[src/rtl/fma16_pkg.sv]
`default_nettype none
// ============================================================================
//  Module   : fma16_pkg
//  Purpose  : Shared constants, types and helpers for the fma16 datapath.
//             Half-precision field widths, exponent bias, the unpacked
//             operand record and the unpack FSM state encoding.
//  Revision : 1.0  initial release
// ============================================================================
package fma16_pkg;

  localparam int NF           = 10;  // fraction bits
  localparam int NE           = 5;   // exponent field bits
  localparam int BIAS         = 15;
  localparam int EMAX_SPECIAL = 16;  // exponent reported for inf/NaN

  // Internal signed exponent width: covers -24..16 with margin.
  localparam int EXPI_W = 7;

  typedef struct packed {
    logic                     sign;
    logic signed [EXPI_W-1:0] exp;
    logic [NF:0]              mant;
    logic                     zero;
    logic                     inf;
    logic                     nan;
    logic                     snan;
    logic                     sub;
  } unpacked_t;

  typedef enum logic [1:0] {
    IDLE = 2'd0,
    NORM = 2'd1,
    HOLD = 2'd2
  } unpack_state_t;

  // Leading-zero count of an 11-bit mantissa (0..11).
  function automatic logic [3:0] lzc11(input logic [NF:0] v);
    logic [3:0] n;
    logic       found;
    n     = '0;
    found = 1'b0;
    for (int i = NF; i >= 0; i--) begin
      if (!found) begin
        if (v[i]) found = 1'b1;
        else      n = n + 4'd1;
      end
    end
    return n;
  endfunction

  function automatic logic op_is_zero(input logic [15:0] op);
    return (op[14:0] == 15'd0);
  endfunction

  function automatic logic op_is_inf(input logic [15:0] op);
    return (op[14:10] == 5'h1f) && (op[9:0] == 10'd0);
  endfunction

  // Signalling NaN: all-ones exponent, quiet bit clear, payload non-zero.
  function automatic logic op_is_snan(input logic [15:0] op);
    return (op[14:10] == 5'h1f) && !op[9] && (op[8:0] != 9'd0);
  endfunction

endpackage
`default_nettype wire

[src/rtl/fma_unpack_lane.sv]
`default_nettype none
// ============================================================================
//  Module   : fma_unpack_lane
//  Purpose  : One operand lane: decodes a half-precision value at load,
//             holds it in a register and, while step is high, normalizes a
//             subnormal mantissa one bit per cycle.
//  Config   : FMA_UNPACK_FASTNORM_EN - normalize subnormals fully at load
//             (leading-zero count + barrel shift) instead of iteratively.
//  Ports    : clk, reset (async, active-high)
//             load      - capture decode of op
//             step      - normalization cycle (NORM state)
//             op        - 16-bit half-precision operand
//             need_norm - decoded op still requires shifting after load
//             done      - mantissa is normalized once this cycle's step lands
//             s/e/m     - sign, signed unbiased exponent, mantissa
//             zero/inf/nan/snan/sub - class flags
//  Revision : 1.0  initial release
// ============================================================================
module fma_unpack_lane
  import fma16_pkg::*;
#(
  parameter int EXPW = 7
) (
  input  logic            clk,
  input  logic            reset,
  input  logic            load,
  input  logic            step,
  input  logic [15:0]     op,
  output logic            need_norm,
  output logic            done,
  output logic            s,
  output logic [EXPW-1:0] e,
  output logic [NF:0]     m,
  output logic            zero,
  output logic            inf,
  output logic            nan,
  output logic            snan,
  output logic            sub
);

  logic [NE-1:0] w_efld;
  logic [NF-1:0] w_frac;
  unpacked_t     w_dec;
  unpacked_t     r_q;
  logic          w_shift;
`ifdef FMA_UNPACK_FASTNORM_EN
  logic [3:0]    w_lz;
`endif

  assign w_efld = op[14:10];
  assign w_frac = op[9:0];

  always_comb begin
    w_dec      = '0;
    w_dec.sign = op[15];
`ifdef FMA_UNPACK_FASTNORM_EN
    w_lz       = '0;
`endif
    if (w_efld == '0) begin
      if (w_frac == '0) begin
        w_dec.zero = 1'b1;
      end else begin
        w_dec.sub  = 1'b1;
        w_dec.exp  = EXPI_W'(1 - BIAS);
        w_dec.mant = {1'b0, w_frac};
`ifdef FMA_UNPACK_FASTNORM_EN
        w_lz       = lzc11({1'b0, w_frac});
        w_dec.mant = {1'b0, w_frac} << w_lz;
        w_dec.exp  = EXPI_W'(1 - BIAS) - EXPI_W'(w_lz);
`endif
      end
    end else if (w_efld == '1) begin
      w_dec.exp  = EXPI_W'(EMAX_SPECIAL);
      w_dec.mant = {1'b1, w_frac};
      w_dec.inf  = (w_frac == '0);
      w_dec.nan  = (w_frac != '0);
      w_dec.snan = (w_frac != '0) & ~w_frac[NF-1];
    end else begin
      w_dec.exp  = EXPI_W'({2'b00, w_efld}) - EXPI_W'(BIAS);
      w_dec.mant = {1'b1, w_frac};
    end
  end

  // Only subnormal lanes without a leading one keep shifting.
  assign w_shift   = r_q.sub & ~r_q.mant[NF];
  assign need_norm = w_dec.sub & ~w_dec.mant[NF];
  // After this cycle's shift the leading bit will be the current bit NF-1.
  assign done      = ~w_shift | r_q.mant[NF-1];

  always_ff @(posedge clk or posedge reset) begin
    if (reset) begin
      r_q <= '0;
    end else if (load) begin
      r_q <= w_dec;
    end else if (step && w_shift) begin
      r_q.mant <= {r_q.mant[NF-1:0], 1'b0};
      r_q.exp  <= r_q.exp - EXPI_W'(1);
    end
  end

  generate
    if (EXPW > EXPI_W) begin : g_sext
      assign e = {{(EXPW-EXPI_W){r_q.exp[EXPI_W-1]}}, r_q.exp};
    end else begin : g_trunc
      assign e = r_q.exp[EXPW-1:0];
    end
  endgenerate

  assign s    = r_q.sign;
  assign m    = r_q.mant;
  assign zero = r_q.zero;
  assign inf  = r_q.inf;
  assign nan  = r_q.nan;
  assign snan = r_q.snan;
  assign sub  = r_q.sub;

endmodule
`default_nettype wire

[src/rtl/fma_unpack.sv]
`default_nettype none
// ============================================================================
//  Module   : fma_unpack
//  Purpose  : fma16 operand front end. Accepts x/y/z over valid/ready,
//             splits each into sign / unbiased exponent / explicit-one
//             mantissa with class flags, normalizes subnormals and offers
//             the result downstream over a second valid/ready handshake.
//  Config   : FMA_UNPACK_FASTNORM_EN - single-cycle subnormal normalization
//             (NORM state never entered).
//  Ports    : clk, reset (async, active-high)
//             in_valid/in_ready, x, y, z          - operand handshake
//             out_valid/out_ready                 - result handshake
//             xs..zs, xe..ze, xm..zm              - unpacked fields
//             *zero, *inf, *nan, *snan, *sub      - class flags
//             invalid - sNaN on any input, or inf*0 on x*y
//  Revision : 1.0  initial release
// ============================================================================
module fma_unpack
  import fma16_pkg::*;
#(
  parameter int EXPW = 7
) (
  input  logic            clk,
  input  logic            reset,
  input  logic            in_valid,
  output logic            in_ready,
  input  logic [15:0]     x,
  input  logic [15:0]     y,
  input  logic [15:0]     z,
  output logic            out_valid,
  input  logic            out_ready,
  output logic            xs,
  output logic            ys,
  output logic            zs,
  output logic [EXPW-1:0] xe,
  output logic [EXPW-1:0] ye,
  output logic [EXPW-1:0] ze,
  output logic [NF:0]     xm,
  output logic [NF:0]     ym,
  output logic [NF:0]     zm,
  output logic            xzero,
  output logic            yzero,
  output logic            zzero,
  output logic            xinf,
  output logic            yinf,
  output logic            zinf,
  output logic            xnan,
  output logic            ynan,
  output logic            znan,
  output logic            xsnan,
  output logic            ysnan,
  output logic            zsnan,
  output logic            xsub,
  output logic            ysub,
  output logic            zsub,
  output logic            invalid
);

  unpack_state_t r_state, w_next;
  logic w_accept, w_step, w_need, w_all_done;
  logic w_x_need, w_y_need, w_z_need;
  logic w_x_done, w_y_done, w_z_done;
  logic r_invalid;

  assign w_accept   = in_valid & in_ready;
  assign w_step     = (r_state == NORM);
  assign w_need     = w_x_need | w_y_need | w_z_need;
  assign w_all_done = w_x_done & w_y_done & w_z_done;

  fma_unpack_lane #(.EXPW(EXPW)) u_lane_x (
    .clk(clk), .reset(reset), .load(w_accept), .step(w_step), .op(x),
    .need_norm(w_x_need), .done(w_x_done),
    .s(xs), .e(xe), .m(xm),
    .zero(xzero), .inf(xinf), .nan(xnan), .snan(xsnan), .sub(xsub)
  );

  fma_unpack_lane #(.EXPW(EXPW)) u_lane_y (
    .clk(clk), .reset(reset), .load(w_accept), .step(w_step), .op(y),
    .need_norm(w_y_need), .done(w_y_done),
    .s(ys), .e(ye), .m(ym),
    .zero(yzero), .inf(yinf), .nan(ynan), .snan(ysnan), .sub(ysub)
  );

  fma_unpack_lane #(.EXPW(EXPW)) u_lane_z (
    .clk(clk), .reset(reset), .load(w_accept), .step(w_step), .op(z),
    .need_norm(w_z_need), .done(w_z_done),
    .s(zs), .e(ze), .m(zm),
    .zero(zzero), .inf(zinf), .nan(znan), .snan(zsnan), .sub(zsub)
  );

  always_ff @(posedge clk or posedge reset) begin
    if (reset) begin
      r_state   <= IDLE;
      r_invalid <= 1'b0;
    end else begin
      r_state <= w_next;
      if (w_accept) begin
        r_invalid <= op_is_snan(x) | op_is_snan(y) | op_is_snan(z)
                   | (op_is_inf(x) & op_is_zero(y))
                   | (op_is_inf(y) & op_is_zero(x));
      end
    end
  end

  always_comb begin
    w_next    = r_state;
    in_ready  = 1'b0;
    out_valid = 1'b0;
    case (r_state)
      IDLE: begin
        in_ready = 1'b1;
        if (in_valid) w_next = w_need ? NORM : HOLD;
      end
      NORM: begin
        if (w_all_done) w_next = HOLD;
      end
      HOLD: begin
        out_valid = 1'b1;
        // Result consumed and new operands taken on the same edge.
        in_ready  = out_ready;
        if (out_ready) begin
          if (in_valid) w_next = w_need ? NORM : HOLD;
          else          w_next = IDLE;
        end
      end
      default: w_next = IDLE;
    endcase
  end

  assign invalid = r_invalid;

endmodule
`default_nettype wire

[config.mk]
export PLATFORM = sky130hd
export DESIGN_NAME = fma_unpack
export DESIGN_NICKNAME = d
export VERILOG_FILES = /design/src/rtl/fma16_pkg.sv /design/src/rtl/fma_unpack_lane.sv /design/src/rtl/fma_unpack.sv
export SDC_FILE = /design/constraint.sdc
export NUM_CORES = 1
export LEC_CHECK = 0
export ABC_AREA = 1
export BUFFER_PORTS_ARGS = -buffer_cell sky130_fd_sc_hd__buf_2
export CAP_MARGIN = 20
export CORE_MARGIN = 5
export CORE_UTILIZATION = 25
export CTS_CLUSTER_DIAMETER = 50
export DETAILED_ROUTE_END_ITERATION = 8
export PLACE_DENSITY = 0.57
export REMOVE_ABC_BUFFERS = 1
export SLEW_MARGIN = 25
export SYNTH_ARGS = -nofsm -noshare
export SYNTH_HDL_FRONTEND = slang
export SYNTH_SLANG_ARGS = --single-unit
[constraint.sdc]
create_clock -name clk -period 2.4 [get_ports clk]
set_input_delay 0.48 -clock clk [delete_from_list [all_inputs] [get_ports clk]]
set_output_delay 0.48 -clock clk [all_outputs]
set_load 0.01 [all_outputs]
==> impl_results.md, run 1 <==
- Outcome: completed
- Area contributors post-synth: dfrtp_1 (44%), nand2_1 (13%), nor2_1 (7.3%)
- H-tree depth: 3
- Gr usage total: about 14%
- First-pass GRT wire length: about 21 mm
- Slowest stage cell, crit path: dfrtp_1
- R2R Setup Slk: 0.61 ns
- Vias in the first global route: 4,059
- Met1 usage: 17.8%
- Critical path endpoint category: flop
- Clock Skew: between 0.01 and 0.015 ns
- Initial DRT Pass Iterations: 4
- Seq/Total Area, Yosys: approximately 44%
- Met2 GRT Util: between 20% and 30%
- CTS Hold Buffers Added: 1
- Crit path DAT: between 2 and 2.5 ns
- Post-CTS Setup Inserts: 0
- Synthesized area per cell: about 7.5 um^2
- Post-synth top area share: between 40% and 50%
- Post-Synth XOR/XNOR Area: approximately 1.4%
- Chip Width: 141 um
- Synthesis warning total: 0
- RSZ-0062 raised after global routing: no
- Adder-cell area share of the yosys netlist: ~3.5%
- Largest stage delay, worst path: about 0.46 ns
- CP Cell Sequence: nor2_4 > nand2_1 > nand2_4 > inv_1 > a22oi_1
- Congestion Overflow GR: 0
- HP Class: in2reg
- Setup Total Neg Slack: 0 ns
- Root buffer cell: clkbuf_16
- Final instance area: about 5500 um^2
- Per-cell routed wire length: ~14 um
- Largest area contributor in the netlist: dfrtp_1
- Critical R2R Capture: u_lane_x.e[0]
- CP Max Fanout: 19
- Layout Nets: 768
- CTS tree: done
- CTS Buf Count: 9
- Largest family of logic cells by synthesized area: simple AND/OR/NAND/NOR gates
- Commonest register cell after synthesis: dfrtp_1
- FF-to-FF Start: r_state[1]
- CP Class: reg2reg
- Synthesized area: roughly 4300 um^2
- Mux contribution to synthesized area: 0%
- Initial antenna violation count: 0
- PD cells: between 1000 and 1500 nW/um^2
- Seq cells post-synth: 75
- ANT cells: 0
- Routed WL: between 10 and 15 mm
- Synth Area in Compound Gates: between 10% and 20%
- GR peak layer: met2
- Final Slew Violations: 0
- Worst VDD drop: ~0.36 mV
- Most common cell after layout, fill and taps aside: nand2_1
- Cells on worst reg2reg path: 5
- Highest clock rate: between 500 and 600 MHz
- Clock transition at path regs: approximately 0.06 ns
- Dpl cell area: 5160 um^2
- Max cap viols: 0
- Gpl congestion: approximately 0.84
- I/O Buffers: between 100 and 150
- Synth async-reset ratio: 100%
- DR iter-0 viols: 222
- Post-synth EDFFs: 0
- Crit share post-route: 74.5%
- Worst hold path cell count: 3
- Initial Util: 25.6%
- Crit path max-delay family: simple AND/OR/NAND/NOR gates
- Hold Path Sink: u_lane_y.s
- Layout area overhead: 28.3%
- Remaining antenna violation count after routing: 0
- Max-slew headroom: 64.8%
- DIE HEIGHT: approximately 140 um
- Final hold viol count: 0
- Worst-Margin Slew: 0.527 ns
- Unique masters post-synth: 35
- Max Buffers Root-to-Sink: 2
- Final setup fails: 0
- DP HPWL: 10.2 mm
- # clock sinks: 75
- Via count: roughly 4,200
- GR Util met3: roughly 4.1%
- Leakage Power: between 2 and 3 nW
- Most frequent cells in the layout: nand2_1 (147), buf_2 (126), nor2_1 (83)
- Die area: 19,800 um^2
- Drt drc: 0
- HP Start: y[15]
- Worst-Skew Late Latency: about 0.34 ns
- Worst setup SP type: flop
- Mapped Cells: roughly 570
- Vias/cell: 4.55
- Post-CTS Resized: 0
- Placeable Area: around 17,000 um^2
- Rows: 47
- IO Pins: around 130
- Crit path buf inv count: 1
- Fin crit period: ~1.8 ns
- Synth Area in Simple Gates: 28.0%
- Worst path required time: 2.65 ns
- Largest net degree at the start of global routing: 43
- Layout cell share with drive strength beyond 1: approximately a quarter
## Yosys cell counts, types with 2 or more instances
library cell / n
a22o_1: 2
nor2_2: 2
a21oi_1: 28
o21ai_0: 55
buf_2: 6
nand2_4: 2
buf_4: 3
nor3_1: 4
o211ai_1: 9
a22oi_1: 6
nand3_1: 39
inv_1: 55
nor2_4: 3
buf_6: 4
nand4_1: 3
o21ai_1: 6
dfrtp_1: 75
a31oi_1: 3
clkbuf_1: 4
nand2_1: 147
nor2_1: 83
ha_1: 12
xor2_1: 6
inv_2: 3
## per-layer routing
layer / share of wire [%] / vias up / routed length, um
met3: 6.7 / 16 / 907
li1: - / 2133 / -
met5: 0 / - / 0
met2: 46 / 122 / 6160
met1: 46 / 1953 / 6200
met4: 1.5 / 0 / 197
## per-stage QoR
step / power (mW) / std cells / utilization (%) / setup slack (ns) / hold slack [ns]
final: 5.51 / 929 / 32.8 / 0.611 / 0.331
after global routing: 5.94 / 929 / 32.8 / 0.480 / 0.335
after CTS: 5.60 / 929 / 32.8 / 0.567 / 0.317
after detailed placement: 4.14 / 912 / 30.9 / 0.401 / 0.347
after global placement: 4.13 / 912 / 30.9 / 0.417 / 0.348
after floorplan: 3.23 / 553 / - / 0.0100 / 0.491
## tightest hold or removal path, stage by stage
cell and delay (ns):
buf_2 0.07, nand2_1 0.04, nand2_1 0.04
## worst max-delay path by stage
stage | from | to | depth (start not counted)
after floorplan | reset | invalid | 1
after global placement | x[10] | invalid | 13
after detailed placement | x[11] | invalid | 13
after CTS | r_state[1] | u_lane_x.e[0] | 5
after global routing | r_state[1] | r_state[1] | 8
final | r_state[1] | u_lane_x.e[0] | 5
## cell families (layout without fill, tap and decap cells)
group,Yosys count,after routing
simple gates,286,286
compound gates,115,115
fa+ha+maj,12,12
buf+inv,76,214
flops,75,75
xor+xnor,7,7
## power by group
part | switching (mW) | internal (mW)
Sequential | 0.366 | 1.67
Clock | 0.540 | 0.893
Combinational | 1.24 | 0.805
Total | 2.14 | 3.37
## sequential cells by signal, summed over array words and instances, names as in the netlist, 2 cells and up
register and count:
r_state 2, u_lane_x.e 7, u_lane_x.m 11, u_lane_y.e 7, u_lane_y.m 11, u_lane_z.e 7, u_lane_z.m 11
## layout make-up
type | instances | area [um^2]
clock buffers | 15 | 278
clock inverters | 1 | 30.0
fillers | 1839 | 11200
inverters | 58 | 219
multi-input cells | 420 | 2050
flip-flops and latches | 75 | 1880
well taps | 220 | 275
repair buffers | 140 | 751
Note: power is estimated with default switching activity, not from simulation.
==> run 2, diff against run 1 <==
==> constraint.sdc (replaced) <==
create_clock -name clk -period 1.6 [get_ports clk]
set_input_delay 0.32 -clock clk [delete_from_list [all_inputs] [get_ports clk]]
set_output_delay 0.32 -clock clk [all_outputs]
set_load 0.01 [all_outputs]
==> run 2 against run 1 <==
Flip-flop and latch count unchanged. Utilization up 1.2 points. Clock power up 31%. Global-route usage down 0.16 points. Die area unchanged.
==> impl_results.md, run 2 (synthesis gave the netlist of run 1 again) <==
- Outcome: completed
- Vias/cell: 4.50 (-1.0%)
- CTS Buf Count: 9 (unchanged)
- Layout cell share with drive strength beyond 1: 27.2% (+3.8 points)
- ANT cells: 0 (unchanged)
- I/O Buffers: 126 (unchanged)
- Placeable Area: 16,700 um^2 (unchanged)
- Worst-Skew Late Latency: 0.34 ns (about the same)
- Final WS setup: 0.101 ns (-0.509 ns)
- GR peak layer: met2
- Worst-Margin Slew: 0.430 ns (-0.0965 ns)
- Highest clock rate: 667 MHz (+19%)
- Final instance area: 5680 um^2 (+3.7%)
- Total Power: 8.15 mW (+48%)
- Most common cell after layout, fill and taps aside: nand2_1
- DIE HEIGHT: 141 um (unchanged)
- Largest net degree at the start of global routing: 76 (+77%)
- Layout Nets: 797 (+3.8%)
- RSZ-0062 raised after global routing: no
- Max Buffers Root-to-Sink: 2 (unchanged)
- Gpl congestion: 0.886 (+5.0%)
- Worst path required time: 1.87 ns (-0.78 ns)
- Initial Util: 25.6% (unchanged)
- Remaining antenna violation count after routing: 0 (unchanged)
- Max-slew headroom: 71.3% (+6.5 points)
- Initial antenna violation count: 0 (unchanged)
- Gr usage total: 13.4% (-0.16 points)
- Fill cells: 1,813 (-1.4%)
- Drt drc: 0 (unchanged)
- Pre-CTS WS: -0.0136 ns (-0.414 ns)
- CP Cell Sequence: nand2_2 > nand3_4 > buf_12 > nor2_2 > inv_2 > o21ai_2 > nor2_1 > nor2_1
- Congestion Overflow GR: 0 (unchanged)
- HP Class: in2async
- CP Max Fanout: 9 (-10)
- Slowest stage cell, crit path: dfrtp_2
- Vias in the first global route: 4,154 (+2.3%)
- Rows: 47 (unchanged)
- Root buffer cell: clkbuf_16
- Crit path max-delay family: simple AND/OR/NAND/NOR gates
- Clock transition at path regs: 0.06 ns (about the same)
- IO Pins: 127 (unchanged)
- DP HPWL: 10.2 mm (-0.25%)
- Inst Count DP: 942 (+3.3%)
- Worst setup SP type: flop
- Register area: 1880 um^2 (about the same)
- Initial DRT Pass Iterations: 5 (+1)
- Layout area overhead: 33.0%
- Clock Skew: 0.00811 ns (-0.00211 ns)
- Largest stage delay, worst path: 0.45 ns (about the same)
- Crit path buf inv count: 2 (+1)
- Cells on worst reg2reg path: 8 (+3)
- Critical path endpoint category: flop
- Cell mode on critical path: nor2_1
- Critical R2R Capture: u_lane_x.e[6]
- PD cells: 1430 nW/um^2 (+43%)
- Most frequent cells in the layout: nand2_1 (147), buf_2 (126), nor2_1 (83)
- Dpl cell area: 5410 um^2 (+4.8%)
- First-pass GRT wire length: 21.4 mm (+0.39%)
- Crit path DAT: 1.77 ns (-0.27 ns)
- R2R Setup Slk: 0.10 ns (-0.51 ns)
- Met2 GRT Util: 20.7% (-0.66 points)
- GR Util met3: 4.81% (+0.68 points)
- Routed WL: 13.4 mm (-0.79%)
- DR iter-0 viols: 257 (+16%)
- Worst VDD drop: 0.632 mV (+76%)
- Via count: 4,303 (+1.9%)
- Fin crit period: 1.50 ns (-0.291 ns)
- CTS tree: done
- FF-to-FF Start: r_state[1]
- Met1 usage: 18.0% (+0.26 points)
- Area of the multi-input gates: 2060 um^2 (+0.30%)
- Per-cell routed wire length: 14.0 um (-3.6%)
- Setup Total Neg Slack: 0 ns (unchanged)
- H-tree depth: 3 (unchanged)
- Final Slew Violations: 0 (unchanged)
- Final hold viol count: 0 (unchanged)
- Final setup fails: 0 (unchanged)
- Crit share post-route: 93.7% (+19 points)
- Layout Cells excl Fill: 956 (+2.9%)
- # clock sinks: 75 (unchanged)
- CP Class: reg2reg
- Chip Width: 141 um (unchanged)
- Die area: 19,800 um^2 (unchanged)
- Leakage Power: 2.92 nW (+4.6%)
- Max cap viols: 0 (unchanged)
- Post-CTS Setup Inserts: 0 (unchanged)
[run 2: cell type report]
class | instances | area share (%)
clock buffers | 12 | 4.34
well taps | 220 | 4.85
multi-input cells | 420 | 36.2
clock inverters | 2 | 0.242
repair buffers | 169 | 17.4
inverters | 58 | 3.88
flip-flops and latches | 75 | 33.1
[run 2: per-stage QoR]
step | util [%] | hold slack [ns]
2_1_floorplan | - | 0.430
3_3_place_gp | 32.4 | 0.440
3_5_place_dp | 32.4 | 0.443
4_1_cts | 34.0 | 0.0842
5_1_grt | 34.0 | 0.105
6_report | 34.0 | 0.0608
[run 2: worst max-delay path by stage]
stage | from | end | slack (ns) | depth (start not counted)
floorplan | reset | invalid | -0.63 | 1
global placement | x[10] | invalid | -0.01 | 13
detailed placement | r_state[1] | u_lane_x.e[6] | -0.01 | 8
CTS | r_state[1] | u_lane_x.e[6] | 0.04 | 8
global route | r_state[1] | u_lane_y.m[1] | 0.004 | 6
finish | r_state[1] | u_lane_x.e[6] | 0.10 | 8
[run 2: routing by layer]
metal	vias to the layer above	part of all wire, %
met5	-	0
met4	0	1.1
met2	111	45
met1	1995	47
li1	2186	-
met3	11	6.8
[run 2: report_power, final]
| part | internal, mW | total, mW | switching (mW) |
|---|---|---|---|
| sequential | 2.51 | 3.07 | 0.555 |
| clock | 1.08 | 1.87 | 0.798 |
| combinational | 1.32 | 3.21 | 1.88 |
[run 2: worst register-to-register path: cells and delay by family (launching register included)]
| family | cells | cell delay (ns) |
|---|---|---|
| AND/OR/NAND/NOR | 5 | 0.56 |
| flip-flops | 1 | 0.45 |
| AO/OA/AOI/OAI | 1 | 0.17 |
| buffers and inverters | 2 | 0.26 |
[run 2: timing repair]
action | in CTS | in global routing
endpoints found under the setup margin | 1 | 12
cloned | 0 | 0
pin swaps | 0 | 0
hold buffers | 0 | 0
resized for setup | 1 | 6
==> run 3, diff against run 2 <==
--- a/config.mk
+++ b/config.mk
@@ -13,6 +13,7 @@
 export CTS_CLUSTER_DIAMETER = 50
 export DETAILED_ROUTE_END_ITERATION = 8
 export PLACE_DENSITY = 0.57
+export RECOVER_POWER = 50
 export REMOVE_ABC_BUFFERS = 1
 export SLEW_MARGIN = 25
 export SYNTH_ARGS = -nofsm -noshare
==> run 3 against run 2 <==
Register-to-register slack is essentially flat. Sequential power is essentially flat. Critical path depth is the same. Utilization shrank 0.34 points. Power shrank 0.79%. Maximum frequency is essentially flat. Cell count is the same. Non-clock buffer count is the same. Worst hold slack gained 0.12 ns. Global-route usage is the same. Setup slack is essentially flat. Largest cell class unchanged.
==> impl_results.md, run 3 (synthesis gave the netlist of run 1 again) <==
- Gpl congestion: 0.886 (unchanged)
- CTS tree: done
- I/O Buffers: 126 (unchanged)
- Placeable Area: 16,700 um^2 (unchanged)
- IO Pins: 127 (unchanged)
- Most common cell after layout, fill and taps aside: nand2_1
- RSZ-0062 raised after global routing: no
- PD cells: 1440 nW/um^2 (+0.20%)
- Worst-Margin Slew: 1.10 ns (+0.672 ns)
- Crit path DAT: 1.77 ns (about the same)
- Layout area overhead: 31.7%
- Final instance area: 5620 um^2 (-0.99%)
- Final Slew Violations: 0 (unchanged)
- Chip Width: 141 um (unchanged)
- # clock sinks: 75 (unchanged)
- Via count: 4,286 (-0.40%)
- Gr usage total: 13.4% (unchanged)
- Drt drc: 0 (unchanged)
- Clock Skew: 0.00800 ns (-0.000118 ns)
- DP HPWL: 10.2 mm (unchanged)
- CP Cell Sequence: nand2_2 > nand3_4 > buf_12 > nor2_2 > inv_2 > o21ai_2 > nor2_1 > nor2_1
- Worst VDD drop: 0.614 mV (-2.9%)
- Leakage Power: 2.79 nW (-4.4%)
- Crit path buf inv count: 2 (unchanged)
- CP Class: reg2reg
- Congestion Overflow GR: 0 (unchanged)
- Fill cells: 1,833 (+1.1%)
- Per-cell routed wire length: 13.9 um (-0.43%)
- Remaining antenna violation count after routing: 0 (unchanged)
- Vias/cell: 4.48 (-0.40%)
- Crit share post-route: 93.7% (about the same)
- DR iter-0 viols: 238 (-7.4%)
- Clock transition at path regs: 0.06 ns (about the same)
- Max Buffers Root-to-Sink: 2 (unchanged)
- Worst setup SP type: flop
- Pre-CTS WS: -0.0136 ns (unchanged)
- Vias in the first global route: 4,154 (unchanged)
- Final WS setup: 0.102 ns (+0.0000450 ns)
- Largest stage delay, worst path: 0.45 ns (about the same)
- Cell mode on critical path: nor2_1
- Most frequent cells in the layout: nand2_1 (147), buf_2 (91), nor2_1 (83)
- Final hold viol count: 0 (unchanged)
- Max-slew headroom: 26.5% (-45 points)
- Highest clock rate: 667 MHz (about the same)
- Dpl cell area: 5410 um^2 (unchanged)
- Initial DRT Pass Iterations: 5 (unchanged)
- Fin crit period: 1.50 ns (-0.0000450 ns)
- Rows: 47 (unchanged)
- Critical path endpoint category: flop
- Worst-Skew Late Latency: 0.34 ns (about the same)
- H-tree depth: 3 (unchanged)
- CTS Hold Buffers Added: 0 (unchanged)
- Layout Nets: 797 (unchanged)
- Initial antenna violation count: 0 (unchanged)
- Slowest stage cell, crit path: dfrtp_2
- Outcome: completed
- First-pass GRT wire length: 21.4 mm (unchanged)
- CP Max Fanout: 9 (unchanged)
- Layout cell share with drive strength beyond 1: 22.4% (-4.8 points)
- ANT cells: 0 (unchanged)
- Root buffer cell: clkbuf_16
- Die area: 19,800 um^2 (unchanged)
- Initial Util: 25.6% (unchanged)
- CTS Buf Count: 9 (unchanged)
- Worst path required time: 1.87 ns (about the same)
- DIE HEIGHT: 141 um (unchanged)
- HP Class: in2reg
- Routed WL: 13.3 mm (-0.43%)
- Crit path max-delay family: simple AND/OR/NAND/NOR gates
- R2R Setup Slk: 0.10 ns (about the same)
- Max cap viols: 0 (unchanged)
- Final setup fails: 0 (unchanged)
- Largest net degree at the start of global routing: 76 (unchanged)
## run 3: power breakdown
| part | leakage [nW] | switching, mW | internal (mW) | total (mW) |
|---|---|---|---|---|
| sequential | 0.927 | 0.560 | 2.51 | 3.07 |
| combinational | 1.74 | 1.88 | 1.26 | 3.14 |
| clock | 0.128 | 0.795 | 1.08 | 1.87 |
## run 3: routing by layer
layer / routed length, um / track usage (%) / part of all wire (%)
met5: 0 / 0 / 0
met4: 148 / 3.26 / 1.1
met3: 964 / 4.81 / 7.2
met2: 5990 / 20.7 / 45
met1: 6200 / 18.0 / 47
## run 3: cell type report
cell class | count | area (um^2) | area share, %
Multi-Input combinational cell | 420 | 2060 | 36.6
Sequential cell | 75 | 1880 | 33.4
Timing Repair Buffer | 169 | 935 | 16.6
Tap cell | 220 | 275 | 4.89
Clock buffer | 12 | 246 | 4.38
Inverter | 58 | 220 | 3.92
Clock inverter | 2 | 13.8 | 0.245
## run 3: repair_timing
item | in CTS | in global routing
resized for setup | 1 | 6
buffers inserted | 0 | 0
endpoints found under the setup margin | 1 | 12
## run 3: path summary, 6_finish.rpt
kind | from | endpoint | depth (start not counted)
max | r_state[1] | u_lane_x.e[6] | 8
min | x[15] | u_lane_x.s | 3
max reg2reg | r_state[1] | u_lane_x.e[6] | 8
min reg2reg | u_lane_x.nan | u_lane_x.nan | 2
max in group asynchronous | reset | r_state[1] | 3
min in group asynchronous | reset | u_lane_x.s | 3
## run 3: through the flow
step	util (%)	power, mW	hold slack, ns	instances	TNS [ns]
2_1_floorplan	-	4.84	0.430	553	-65.57
4_1_cts	34.0	8.24	0.0842	956	0
3_3_place_gp	32.4	6.31	0.440	942	-0.0134
6_report	33.7	8.08	0.176	956	0
5_1_grt	33.7	8.76	0.167	956	0
3_5_place_dp	32.4	6.33	0.443	942	-0.0344
## run 3: worst reg2reg max path, delay by kind of cell (launching register included)
| kind | cells | cell delay, ns |
|---|---|---|
| AND/OR/NAND/NOR | 5 | 0.56 |
| AO/OA/AOI/OAI | 1 | 0.17 |
| flip-flops | 1 | 0.45 |
| buffers and inverters | 2 | 0.26 |
